**config.mk**
```make
export PLATFORM = sky130hd
export DESIGN_NAME = cdb_arbiter_flat
export DESIGN_NICKNAME = d
export VERILOG_FILES = /design/src/rtl/cdb_arbiter_pkg.sv /design/src/rtl/cdb_arbiter_if.sv /design/src/rtl/cdb_fifo.sv /design/src/rtl/cdb_arbiter.sv /design/src/flat_wrapper.sv
export SDC_FILE = /design/constraint.sdc
export NUM_CORES = 1
export LEC_CHECK = 0
export ABC_CLOCK_PERIOD_IN_PS = 3300
export BUFFER_PORTS_ARGS = -buffer_cell sky130_fd_sc_hd__buf_4
export CORE_ASPECT_RATIO = 1.5
export CORE_UTILIZATION = 35
export DETAILED_ROUTE_END_ITERATION = 7
export GPL_TIMING_DRIVEN = 0
export PLACE_DENSITY = 0.6
export SYNTH_ARGS = -nofsm -noshare
export SYNTH_HDL_FRONTEND = slang
export SYNTH_SLANG_ARGS = --single-unit
```
**constraint.sdc**
```tcl
create_clock -name clk_in -period 3.3 [get_ports clk_in]
set_input_delay 0.165 -clock clk_in [delete_from_list [all_inputs] [get_ports clk_in]]
set_output_delay 0.165 -clock clk_in [all_outputs]
set_load 0.1 [all_outputs]
```
**src/rtl/cdb_arbiter_pkg.sv**
```systemverilog
// Shared widths, source tags and FIFO entry layouts
// for the common data bus arbiter.
package cdb_arbiter_pkg;

  localparam int DATA_WIDTH = 32;
  localparam int ADDR_WIDTH = 32;
  localparam int ROB_WIDTH  = 4;

  localparam logic CDB_SRC_ALU = 1'b0;
  localparam logic CDB_SRC_LS  = 1'b1;

  typedef struct packed {
    logic [DATA_WIDTH-1:0] result;
    logic [ADDR_WIDTH-1:0] new_pc;
    logic [ROB_WIDTH-1:0]  rob_id;
  } alu_entry_t;

  typedef struct packed {
    logic [DATA_WIDTH-1:0] result;
    logic [ROB_WIDTH-1:0]  rob_id;
  } ls_entry_t;

endpackage

```
**src/rtl/cdb_arbiter_if.sv**
```systemverilog
// Producer/consumer bundle around the CDB arbiter:
// ALU and LS result channels in, one broadcast port out.
interface cdb_arbiter_if;
  import cdb_arbiter_pkg::*;

  logic                  rdy_in;
  logic                  refresh_rob_cdb_in;
  logic                  rdy_a_in;
  logic [DATA_WIDTH-1:0] result_a_in;
  logic [ADDR_WIDTH-1:0] new_pc_a_in;
  logic [ROB_WIDTH-1:0]  rob_id_a_in;
  logic                  a_full_out;
  logic                  rdy_ls_in;
  logic [DATA_WIDTH-1:0] result_ls_in;
  logic [ROB_WIDTH-1:0]  rob_id_ls_in;
  logic                  ls_full_out;
  logic                  rdy_cdb_out;
  logic [DATA_WIDTH-1:0] result_cdb_out;
  logic [ADDR_WIDTH-1:0] new_pc_cdb_out;
  logic [ROB_WIDTH-1:0]  rob_id_cdb_out;
  logic                  src_cdb_out;
  logic                  overflow_out;

  modport master (
    output rdy_in, refresh_rob_cdb_in,
    output rdy_a_in, result_a_in,
    output new_pc_a_in, rob_id_a_in,
    output rdy_ls_in, result_ls_in,
    output rob_id_ls_in,
    input  a_full_out, ls_full_out,
    input  rdy_cdb_out, result_cdb_out,
    input  new_pc_cdb_out, rob_id_cdb_out,
    input  src_cdb_out, overflow_out
  );

  modport slave (
    input  rdy_in, refresh_rob_cdb_in,
    input  rdy_a_in, result_a_in,
    input  new_pc_a_in, rob_id_a_in,
    input  rdy_ls_in, result_ls_in,
    input  rob_id_ls_in,
    output a_full_out, ls_full_out,
    output rdy_cdb_out, result_cdb_out,
    output new_pc_cdb_out, rob_id_cdb_out,
    output src_cdb_out, overflow_out
  );

endinterface

```
**src/rtl/cdb_fifo.sv**
```systemverilog
// Circular-buffer FIFO holding results that lost
// CDB arbitration; clear empties it in one cycle.
module cdb_fifo #(
  parameter int W     = 8,
  parameter int DEPTH = 4,
  parameter int PW    = $clog2(DEPTH)
) (
  input  logic          clk_i,
  input  logic          rst_i,
  input  logic          push_i,
  input  logic          pop_i,
  input  logic          clear_i,
  input  logic [W-1:0]  data_i,
  output logic [W-1:0]  head_o,
  output logic          empty_o,
  output logic          full_o,
  output logic [PW:0]   count_o
);

  logic [W-1:0]  mem_q [DEPTH];
  logic [PW-1:0] wr_q, rd_q;
  logic [PW:0]   cnt_q;
  logic          do_push, do_pop;

  assign full_o  = (cnt_q == (PW+1)'(DEPTH));
  assign empty_o = (cnt_q == '0);
  assign count_o = cnt_q;
  assign head_o  = mem_q[rd_q];

  // Full blocks a push even when a pop frees a slot
  assign do_push = push_i & ~full_o & ~clear_i;
  assign do_pop  = pop_i & ~empty_o & ~clear_i;

  always_ff @(posedge clk_i or posedge rst_i) begin
    if (rst_i) begin
      wr_q  <= '0;
      rd_q  <= '0;
      cnt_q <= '0;
    end else if (clear_i) begin
      wr_q  <= '0;
      rd_q  <= '0;
      cnt_q <= '0;
    end else begin
      if (do_push) wr_q <= wr_q + 1'b1;
      if (do_pop)  rd_q <= rd_q + 1'b1;
      if (do_push && !do_pop)
        cnt_q <= cnt_q + 1'b1;
      else if (do_pop && !do_push)
        cnt_q <= cnt_q - 1'b1;
    end
  end

  always_ff @(posedge clk_i) begin
    if (do_push) mem_q[wr_q] <= data_i;
  end

endmodule

```
**src/rtl/cdb_arbiter.sv**
```systemverilog
// Round-robin merge of ALU and LS results onto one
// registered CDB, with per-source overflow FIFOs.
module cdb_arbiter
  import cdb_arbiter_pkg::*;
#(
  parameter int FIFO_DEPTH = 4,
  parameter int FIFO_WIDTH = $clog2(FIFO_DEPTH)
) (
  input logic           clk_in,
  input logic           rst_in,
  cdb_arbiter_if.slave  bus
);

  alu_entry_t a_in, a_head, a_cand;
  ls_entry_t  ls_in, ls_head, ls_cand;
  logic a_empty, a_full, ls_empty, ls_full;
  logic [FIFO_WIDTH:0] a_cnt, ls_cnt;

  logic en, flush, act;
  logic a_cv, ls_cv, gnt_a, gnt_ls;
  logic a_req, ls_req;
  logic a_push, ls_push, a_pop, ls_pop;
  logic a_ovf, ls_ovf;

  logic                  prio_q, prio_d;
  logic                  rdy_q, rdy_d;
  logic                  src_q, src_d;
  logic                  ovf_q, ovf_d;
  logic [DATA_WIDTH-1:0] res_q, res_d;
  logic [ADDR_WIDTH-1:0] pc_q, pc_d;
  logic [ROB_WIDTH-1:0]  rob_q, rob_d;

  assign en    = bus.rdy_in;
  assign flush = en & bus.refresh_rob_cdb_in;
  assign act   = en & ~flush;

  assign a_in  = '{result: bus.result_a_in,
                   new_pc: bus.new_pc_a_in,
                   rob_id: bus.rob_id_a_in};
  assign ls_in = '{result: bus.result_ls_in,
                   rob_id: bus.rob_id_ls_in};

  // Bypass only from an empty FIFO keeps per-source order
  assign a_cand  = a_empty  ? a_in  : a_head;
  assign ls_cand = ls_empty ? ls_in : ls_head;
  assign a_cv    = ~a_empty  | bus.rdy_a_in;
  assign ls_cv   = ~ls_empty | bus.rdy_ls_in;

  assign gnt_a  = a_cv & (~ls_cv | prio_q == CDB_SRC_ALU);
  assign gnt_ls = ls_cv & ~gnt_a;

  assign a_req  = act & bus.rdy_a_in & ~(gnt_a & a_empty);
  assign ls_req = act & bus.rdy_ls_in & ~(gnt_ls & ls_empty);
  assign a_push  = a_req & ~a_full;
  assign ls_push = ls_req & ~ls_full;
  assign a_ovf   = a_req & a_full;
  assign ls_ovf  = ls_req & ls_full;
  assign a_pop   = act & gnt_a & ~a_empty;
  assign ls_pop  = act & gnt_ls & ~ls_empty;

  cdb_fifo #(
    .W($bits(alu_entry_t)),
    .DEPTH(FIFO_DEPTH),
    .PW(FIFO_WIDTH)
  ) u_a_fifo (
    .clk_i(clk_in), .rst_i(rst_in),
    .push_i(a_push), .pop_i(a_pop),
    .clear_i(flush), .data_i(a_in),
    .head_o(a_head), .empty_o(a_empty),
    .full_o(a_full), .count_o(a_cnt)
  );

  cdb_fifo #(
    .W($bits(ls_entry_t)),
    .DEPTH(FIFO_DEPTH),
    .PW(FIFO_WIDTH)
  ) u_ls_fifo (
    .clk_i(clk_in), .rst_i(rst_in),
    .push_i(ls_push), .pop_i(ls_pop),
    .clear_i(flush), .data_i(ls_in),
    .head_o(ls_head), .empty_o(ls_empty),
    .full_o(ls_full), .count_o(ls_cnt)
  );

  always_comb begin
    prio_d = prio_q;
    rdy_d  = rdy_q;
    src_d  = src_q;
    res_d  = res_q;
    pc_d   = pc_q;
    rob_d  = rob_q;
    ovf_d  = ovf_q | a_ovf | ls_ovf;
    if (flush) begin
      prio_d = CDB_SRC_ALU;
      rdy_d  = 1'b0;
    end else if (en) begin
      rdy_d = gnt_a | gnt_ls;
      if (a_cv && ls_cv)
        prio_d = gnt_a ? CDB_SRC_LS : CDB_SRC_ALU;
      unique case (1'b1)
        gnt_a: begin
          src_d = CDB_SRC_ALU;
          res_d = a_cand.result;
          pc_d  = a_cand.new_pc;
          rob_d = a_cand.rob_id;
        end
        gnt_ls: begin
          src_d = CDB_SRC_LS;
          res_d = ls_cand.result;
          pc_d  = '0;
          rob_d = ls_cand.rob_id;
        end
        default: ;
      endcase
    end
  end

  always_ff @(posedge clk_in or posedge rst_in) begin
    if (rst_in) begin
      prio_q <= CDB_SRC_ALU;
      rdy_q  <= 1'b0;
      src_q  <= 1'b0;
      res_q  <= '0;
      pc_q   <= '0;
      rob_q  <= '0;
      ovf_q  <= 1'b0;
    end else begin
      prio_q <= prio_d;
      rdy_q  <= rdy_d;
      src_q  <= src_d;
      res_q  <= res_d;
      pc_q   <= pc_d;
      rob_q  <= rob_d;
      ovf_q  <= ovf_d;
    end
  end

  assign bus.a_full_out     = (a_cnt == (FIFO_WIDTH+1)'(FIFO_DEPTH));
  assign bus.ls_full_out    = (ls_cnt == (FIFO_WIDTH+1)'(FIFO_DEPTH));
  assign bus.rdy_cdb_out    = rdy_q;
  assign bus.src_cdb_out    = src_q;
  assign bus.result_cdb_out = res_q;
  assign bus.new_pc_cdb_out = pc_q;
  assign bus.rob_id_cdb_out = rob_q;
  assign bus.overflow_out   = ovf_q;

endmodule

```
**src/flat_wrapper.sv**
```systemverilog
// flat-port wrapper written by rule: the top's interface ports become plain ports
module cdb_arbiter_flat import cdb_arbiter_pkg::*;
#(
  parameter int FIFO_DEPTH = 4,
  parameter int FIFO_WIDTH = $clog2(FIFO_DEPTH)
)
  (clk_in, rst_in, bus_rdy_in, bus_refresh_rob_cdb_in, bus_rdy_a_in, bus_result_a_in, bus_new_pc_a_in, bus_rob_id_a_in, bus_rdy_ls_in, bus_result_ls_in, bus_rob_id_ls_in, bus_a_full_out, bus_ls_full_out, bus_rdy_cdb_out, bus_result_cdb_out, bus_new_pc_cdb_out, bus_rob_id_cdb_out, bus_src_cdb_out, bus_overflow_out);
  cdb_arbiter_if bus_i ();
  input logic clk_in;
  input logic rst_in;
  input wire logic [$bits(bus_i.rdy_in)-1:0] bus_rdy_in;
  input wire logic [$bits(bus_i.refresh_rob_cdb_in)-1:0] bus_refresh_rob_cdb_in;
  input wire logic [$bits(bus_i.rdy_a_in)-1:0] bus_rdy_a_in;
  input wire logic [$bits(bus_i.result_a_in)-1:0] bus_result_a_in;
  input wire logic [$bits(bus_i.new_pc_a_in)-1:0] bus_new_pc_a_in;
  input wire logic [$bits(bus_i.rob_id_a_in)-1:0] bus_rob_id_a_in;
  input wire logic [$bits(bus_i.rdy_ls_in)-1:0] bus_rdy_ls_in;
  input wire logic [$bits(bus_i.result_ls_in)-1:0] bus_result_ls_in;
  input wire logic [$bits(bus_i.rob_id_ls_in)-1:0] bus_rob_id_ls_in;
  output wire logic [$bits(bus_i.a_full_out)-1:0] bus_a_full_out;
  output wire logic [$bits(bus_i.ls_full_out)-1:0] bus_ls_full_out;
  output wire logic [$bits(bus_i.rdy_cdb_out)-1:0] bus_rdy_cdb_out;
  output wire logic [$bits(bus_i.result_cdb_out)-1:0] bus_result_cdb_out;
  output wire logic [$bits(bus_i.new_pc_cdb_out)-1:0] bus_new_pc_cdb_out;
  output wire logic [$bits(bus_i.rob_id_cdb_out)-1:0] bus_rob_id_cdb_out;
  output wire logic [$bits(bus_i.src_cdb_out)-1:0] bus_src_cdb_out;
  output wire logic [$bits(bus_i.overflow_out)-1:0] bus_overflow_out;
  assign bus_i.rdy_in = bus_rdy_in;
  assign bus_i.refresh_rob_cdb_in = bus_refresh_rob_cdb_in;
  assign bus_i.rdy_a_in = bus_rdy_a_in;
  assign bus_i.result_a_in = bus_result_a_in;
  assign bus_i.new_pc_a_in = bus_new_pc_a_in;
  assign bus_i.rob_id_a_in = bus_rob_id_a_in;
  assign bus_i.rdy_ls_in = bus_rdy_ls_in;
  assign bus_i.result_ls_in = bus_result_ls_in;
  assign bus_i.rob_id_ls_in = bus_rob_id_ls_in;
  assign bus_a_full_out = bus_i.a_full_out;
  assign bus_ls_full_out = bus_i.ls_full_out;
  assign bus_rdy_cdb_out = bus_i.rdy_cdb_out;
  assign bus_result_cdb_out = bus_i.result_cdb_out;
  assign bus_new_pc_cdb_out = bus_i.new_pc_cdb_out;
  assign bus_rob_id_cdb_out = bus_i.rob_id_cdb_out;
  assign bus_src_cdb_out = bus_i.src_cdb_out;
  assign bus_overflow_out = bus_i.overflow_out;
  cdb_arbiter #(.FIFO_DEPTH(FIFO_DEPTH), .FIFO_WIDTH(FIFO_WIDTH)) u_core (.clk_in(clk_in), .rst_in(rst_in), .bus(bus_i));
endmodule
```
---- After elaboration in Yosys (flattened, before gate mapping) ----
Memories as Yosys holds them, arrays and structs flattened.
Cells that the tools add are included.
word-level totals
  register bits ........................... 86
  memory bits (writable) .................. 416
  input bits .............................. 110
  output and inout bits ................... 73
  logic and storage cells ................. 119
  memories ................................ 2
memories
  memory                  words  width  read ports  clocked after memory_dff  write ports  line            source
  u_core.u_a_fifo.mem_q   4      68     1           0                         1            cdb_fifo.sv:20  logic [W-1:0] mem_q [DEPTH];
  u_core.u_ls_fifo.mem_q  4      36     1           0                         1            cdb_fifo.sv:20
cells by class
  $add $sub $neg .......................... 8
  equal/unequal tests ..................... 2
  mux-type cells .......................... 30
  bitwise operators ....................... 42
  reductions and logical operators ........ 22
operator list
  cell                                                                 count
  32-bit one-hot mux with 2 select lines                               2
  68-bit 2-to-1 mux                                                    1
  36-bit 2-to-1 mux                                                    1
  1-bit bitwise AND                                                    26
  3-bit 2-to-1 mux                                                     6
  2-bit 2-to-1 mux                                                     8
  2-bit nonzero test                                                   7
  1-bit 2-to-1 mux                                                     10
  1-bit inverter                                                       10
  2-bit by 1-bit adder with 2-bit output (second input constant)       4
  4-bit one-hot mux with 2 select lines                                1
  3-bit by 1-bit adder with 3-bit output (second input constant)       2
  3-bit equality test (second input constant)                          2
  3-bit logical NOT                                                    2
  1-bit OR                                                             6
  3-bit nonzero test                                                   2
  3-bit by 1-bit subtractor with 3-bit output (second input constant)  2
  1-bit logical AND                                                    5
  1-bit logical NOT                                                    4
  3-bit AND reduction                                                  1
  1-bit one-hot mux with 2 select lines                                1
  2-bit AND reduction                                                  1

---- Longest topological paths before layout ----
  depth in word-level cells ............... 19
  mapped depth ............................ 10
  gate-level depth less buffers ........... 8

---- Hierarchy ----
A second synthesis with hierarchy kept.
unflattened totals
  cell total of the unflattened synthesis .. 1129
  area, all modules ....................... 20588.5 µm²
modules (own cells, without submodules)
  module                        times used  cells an instance  area each (µm²)  seq. area each (µm²)
  cdb_fifo at u_core.u_a_fifo   1           418                10364.9          8343.0
  cdb_fifo at u_core.u_ls_fifo  1           251                5761.8           4499.3
  cdb_arbiter                   1           460                4461.8           1801.7

---- Least setup slack after synthesis ----
No wires, ideal clock.
  path type ............................... register -> register
  start point ............................. reg u_core.prio_q
  end point ............................... mem u_core.u_a_fifo.mem_q[0][0] (netlist name), enable pin
  setup time .............................. 433 ps
  arrival time ............................ 2757 ps
  data required time ...................... 2867 ps
  path slack .............................. 110 ps
  stages on the path, launching flop included .. 7
  path buffers ............................ 2
  cells stage by stage .................... dfrtp_1 > clkbuf_1 > o41ai_2 > o21ai_0 > and3_1 > buf_2 > and2_1
on the way
  word-level cells in the longest chain between the ends .. 11
RTL lines
  item                                    line                source
  from (decl)                             cdb_arbiter.sv:25   logic prio_q, prio_d;
  from (signal assigned)                  cdb_arbiter.sv:128  prio_q <= prio_d;
  1-bit inverter                          cdb_arbiter.sv:49   assign gnt_a = a_cv & (~ls_cv | prio_q == CDB_SRC_ALU);
  1-bit OR                                cdb_arbiter.sv:49
  1-bit bitwise AND                       cdb_arbiter.sv:49
  1-bit bitwise AND                       cdb_arbiter.sv:52   assign a_req = act & bus.rdy_a_in & ~(gnt_a & a_empty);
  1-bit inverter                          cdb_arbiter.sv:52
  1-bit bitwise AND                       cdb_arbiter.sv:52
  1-bit bitwise AND                       cdb_arbiter.sv:54   assign a_push = a_req & ~a_full;
  1-bit bitwise AND (2 in a row)          cdb_fifo.sv:31      assign do_push = push_i & ~full_o & ~clear_i;
  1-bit 2-to-1 mux                        cdb_fifo.sv:54      if (do_push) mem_q[wr_q] <= data_i;
  1-bit 2-to-1 mux (not written as such)  cdb_fifo.sv:54
  to (decl)                               cdb_fifo.sv:20
Every way passes these cells.

---- Worst setup path in the final report ----
  start point ............................. reg u_core.u_a_fifo.cnt_q[0], in the netlist u_core.u_a_fifo.count_o[0]
  end point ............................... reg u_core.u_a_fifo.cnt_q[2], in the netlist u_core.u_a_fifo.count_o[2]
on the way
  word-level cells in the longest chain between the ends .. 13
  elaborated cells between the ends (all ways) .. 26
  classes of those cells .................. 2 x add/sub; 1 x eq/ne; 3 x mux; 14 x bitwise; 6 x reduce/logical
RTL lines
  item                                                    line                                                  source
  from (decl)                                             cdb_fifo.sv:22                                        logic [PW:0] cnt_q;
  from (signal assigned)                                  cdb_fifo.sv:47                                        cnt_q <= cnt_q + 1'b1;
  from (signal assigned)                                  cdb_fifo.sv:49                                        cnt_q <= cnt_q - 1'b1;
  3-bit logical NOT                                       cdb_fifo.sv:26                                        assign empty_o = (cnt_q == '0);
  1-bit inverter                                          cdb_fifo.sv:32, cdb_arbiter.sv:46, cdb_arbiter.sv:58
  1-bit OR                                                cdb_arbiter.sv:46                                     assign a_cv = ~a_empty | bus.rdy_a_in;
  1-bit bitwise AND                                       cdb_arbiter.sv:49
  1-bit bitwise AND                                       cdb_arbiter.sv:52
  1-bit inverter                                          cdb_arbiter.sv:52
  1-bit bitwise AND                                       cdb_arbiter.sv:52
  1-bit bitwise AND                                       cdb_arbiter.sv:54
  1-bit bitwise AND (2 in a row)                          cdb_fifo.sv:31
  1-bit logical AND or 1-bit logical NOT (tied branches)  cdb_fifo.sv:46, cdb_fifo.sv:48
  3-bit 2-to-1 mux or 1-bit logical AND (tied branches)   cdb_fifo.sv:46, cdb_fifo.sv:48
  3-bit 2-to-1 mux or 3-bit nonzero test (tied branches)  --
Parallel ways exist; a longest one is shown, timed or not. The select of a mux whose other input is x is not followed.
A chain may end at the register's enable or synchronous reset.

==> impl_metrics.csv <==
group,metric,value,unit
status,status,"complete, no violations",
synth,yosys-top-cells-area,"edfxtp_1 (63%), mux4_2 (12%), dfrtp_1 (11%)",
placed_design,finalWeightedCongestion,0.7337,
global_route,track_usage,0.1683,
drt,dr_total_vias,10600,
layout,layout-drive-gt1-share,0.3064,
critical_path,end_kind,"flip-flop",
floorplan,die_h,293.2,µm
synth,avgSynthCellArea,19.68,µm²
critical_path,path_class,"flip-flop to flip-flop",
global_route,grt_pass1_wl,70.97,mm
critical_path,worstPathArrival,3400,ps
synth,synth_compound_area_frac,0.03251,
sta,rsz0062_at_grt,"no",
flow_run,drv_cap,0,
sta,tightest_slew,826.5,ps
power_and_ir_drop,p_leak,8.980,nW
placed_design,dp_hpwl,30.88,mm
placed_design,portBuffers,182,
sta,setup_violations,0,
sta,worst_hold_slack,314.6,ps
synth,yosys.area_share.simple,0.02549,
synth,synth-seq-area-share,0.7403,
layout,fin_area,25020,µm²
layout,n_fill_cell,4889,
critical_path,crit_required,3800,ps
global_route,grt_pass1_vias,11500,
drt,drtIter0Drc,393,
clock_network,cts_setup_buffers,0,
clock_network,cts_tree,"yes",
synth,synthCells,1005,
power_and_ir_drop,ir_worst_vdd,599.1,µV
clock_network,cts_buffer_depth,3,
placed_design,dpl_cell_area,22330,µm²
global_route,grt_max_degree,54,
floorplan,start_util,0.3543,
critical_path,critPathMaxFanout,10,
critical_path,worst_setup_path_start_kind,"flip-flop",
clock_network,numClockSinks,502,
layout,seq_area,14640,µm²
layout,fin_nets,1478,
synth,synth_xor_xnor_area_share,0.002657,
synth,synth_top_family_by_area,"multiplexers",
drt,wl_per_cell,21.92,µm
clock_network,clk_pin_slew_worst_paths,70,ps
synth,synth_area,19780,µm²
synth,synthMuxAreaShare,0.1734,
synth,synth_top_area_frac,0.6315,
clock_network,clk_latency,590,ps
clock_network,cts_buffers,49,
global_route,antenna_found_initial,2,
global_route,grt_overflow,0,
sta,timing.final.hold_violations,0,
clock_network,clk_root_buffer_cell,"clkbuf_16",
sta,fin_crit,2908,ps
synth,yosys_warnings,0,
drt,wl,47.20,mm
synth,syn_nets,1127,
sta,maxSlewHeadroom,0.4490,
sta,fin_crit_sh,0.8813,
sta,maxSlewViolCount,0,
layout,area_growth,26.48,%
layout,multi_input_area,4810,µm²
synth,netlist.top_cell.by_area,"edfxtp_1",
drt,drc,0,
sta,fin_skew,19.71,ps
floorplan,pin_count,183,
layout,antenna_cells,0,
synth,synthAdderAreaFrac,0.008349,
floorplan,rows,106,
floorplan,die_w,196.1,µm
power_and_ir_drop,power.density,867.5,nW/µm²
clock_network,h-tree-depth,2,
synth,yosysUniqueCellTypes,41,
hold_path,holdCritPathClass,"input port to asynchronous set/reset pin",
drt,dr.pass1.iters,5,
sta,fmax,343.8,MHz
floorplan,die_area,57490,µm²
floorplan,coreArea,55840,µm²
synth,synth_seq_cells,502,
drt,drtAntennaViolNets,0,
drt,viasPerCell,4.922,
==> worst paths after layout <==
path / from / end / slack [ps] / depth (start not counted)
min: rst_in / u_core.bus.new_pc_cdb_out[30] / 310 / 3
max: u_core.u_a_fifo.count_o[0] / u_core.u_a_fifo.count_o[2] / 390 / 8
min reg2reg: u_core.bus.new_pc_cdb_out[23] / u_core.bus.new_pc_cdb_out[23] / 480 / 2
min in group clk_in: bus_result_ls_in[24] / u_core.u_ls_fifo.mem_q[2][28] / 330 / 2
max reg2reg: u_core.u_a_fifo.count_o[0] / u_core.u_a_fifo.count_o[2] / 390 / 8
max in group asynchronous: rst_in / u_core.bus.new_pc_cdb_out[5] / 2270 / 4
==> synth_stat cells <==
master / number
o21ai_2: 2
inv_1: 10
edfxtp_1: 416
buf_6: 4
mux2_4: 1
nand4_1: 1
nor2_1: 14
fa_1: 2
xor2_1: 4
nand3_1: 1
ha_1: 10
a21oi_1: 5
nor4_2: 1
nor2b_1: 1
a21o_1: 1
nand2_1: 72
a22o_1: 2
xnor2_1: 2
o41ai_2: 1
nand2b_1: 1
a22oi_1: 1
o211a_1: 1
a31oi_1: 1
buf_4: 4
mux2_1: 1
mux2i_1: 106
nand3_2: 1
o21a_1: 2
o221ai_1: 36
o21bai_1: 1
or4_4: 2
clkbuf_2: 1
buf_2: 30
and2_1: 12
dfrtp_1: 86
o21ai_0: 38
or3_1: 4
o31ai_1: 1
mux4_2: 104
and3_1: 2
clkbuf_1: 20
==> placed cells by master, fill, tap and decap left out, types with 30 or more instances in the layout <==
cell and n:
dfrtp_1 86, edfxtp_1 416, o21ai_0 38, mux4_2 104
buf_2 30, buf_4 186, dlygate4sd3_1 110, clkbuf_1 32
mux2i_1 106, o221ai_1 36, clkbuf_16 51, nand2_1 72
==> what timing repair did <==
item | CTS | global route
hold endpoints to repair | 543 | 0
resized for setup | 0 | 0
setup endpoints to repair | 0 | 1
hold buffers | 110 | 0
==> layer usage <==
layer	vias to the layer above	share of wire	global-route usage
met5	-	0.00057	0
met4	4	0.023	0.05240
met1	5539	0.40	0.1977
met3	71	0.034	0.02847
met2	223	0.54	0.3108
li1	4761	-	-
==> flip-flops by register name, summed over array words and instances, names as in the netlist, 2 cells and up <==
| register | count |
|---|---|
| u_core.u_ls_fifo.count_o | 3 |
| u_core.u_ls_fifo.wr_q | 2 |
| u_core.u_ls_fifo.rd_q | 2 |
| u_core.u_a_fifo.wr_q | 2 |
| u_core.bus.rob_id_cdb_out | 4 |
| u_core.bus.new_pc_cdb_out | 32 |
| u_core.u_a_fifo.count_o | 3 |
| u_core.u_ls_fifo.mem_q | 144 |
| u_core.bus.result_cdb_out | 32 |
| u_core.u_a_fifo.rd_q | 2 |
| u_core.u_a_fifo.mem_q | 272 |
==> power breakdown <==
part / total, mW / switching [mW] / internal (mW)
logic: 8.17 / 5.59 / 2.58
registers: 7.96 / 0.404 / 7.56
clock network: 5.57 / 2.41 / 3.16
total: 21.7 / 8.41 / 13.3
==> through the flow <==
step	power, mW	std cells	setup slack [ps]	setup TNS, ps	utilization
after floorplan	14.17	1005	109.7	0	-
after global placement	16.18	1943	-1762	-568580	0.3957
after detailed placement	16.30	1952	178.4	0	0.3999
after CTS	22.05	2154	130.2	0	0.4482
after global routing	22.66	2153	168.1	0	0.4481
final	21.71	2153	391.6	0	0.4481
==> worst max-delay path, stage by stage (launching register included) <==
cell,delay (ps)
dfrtp_1,460
or3_1,490
buf_2,410
nand3_1,190
ha_1,290
fa_1,390
xnor2_1,140
or3_1,300
a21oi_1,160
==> logic make-up (layout without fill, tap and decap cells) <==
| kind of cell | Yosys count | count (layout) |
|---|---|---|
| compound gates | 92 | 92 |
| fa+ha+maj | 12 | 12 |
| simple gates | 112 | 112 |
| mux | 212 | 212 |
| xor+xnor | 6 | 6 |
| buf+inv | 69 | 461 |
| flops | 502 | 502 |
==> area by class of cell <==
| cell class | instances | share of cell area |
|---|---|---|
| repair buffers | 301 | 0.1073 |
| flip-flops and latches | 502 | 0.5853 |
| inverters | 10 | 0.001600 |
| well taps | 756 | 0.03781 |
| clock inverters | 25 | 0.009101 |
| clock buffers | 67 | 0.05461 |
| multi-input cells | 434 | 0.1922 |
| plain buffers | 58 | 0.01205 |
Note: power is estimated with default switching activity, not from simulation.
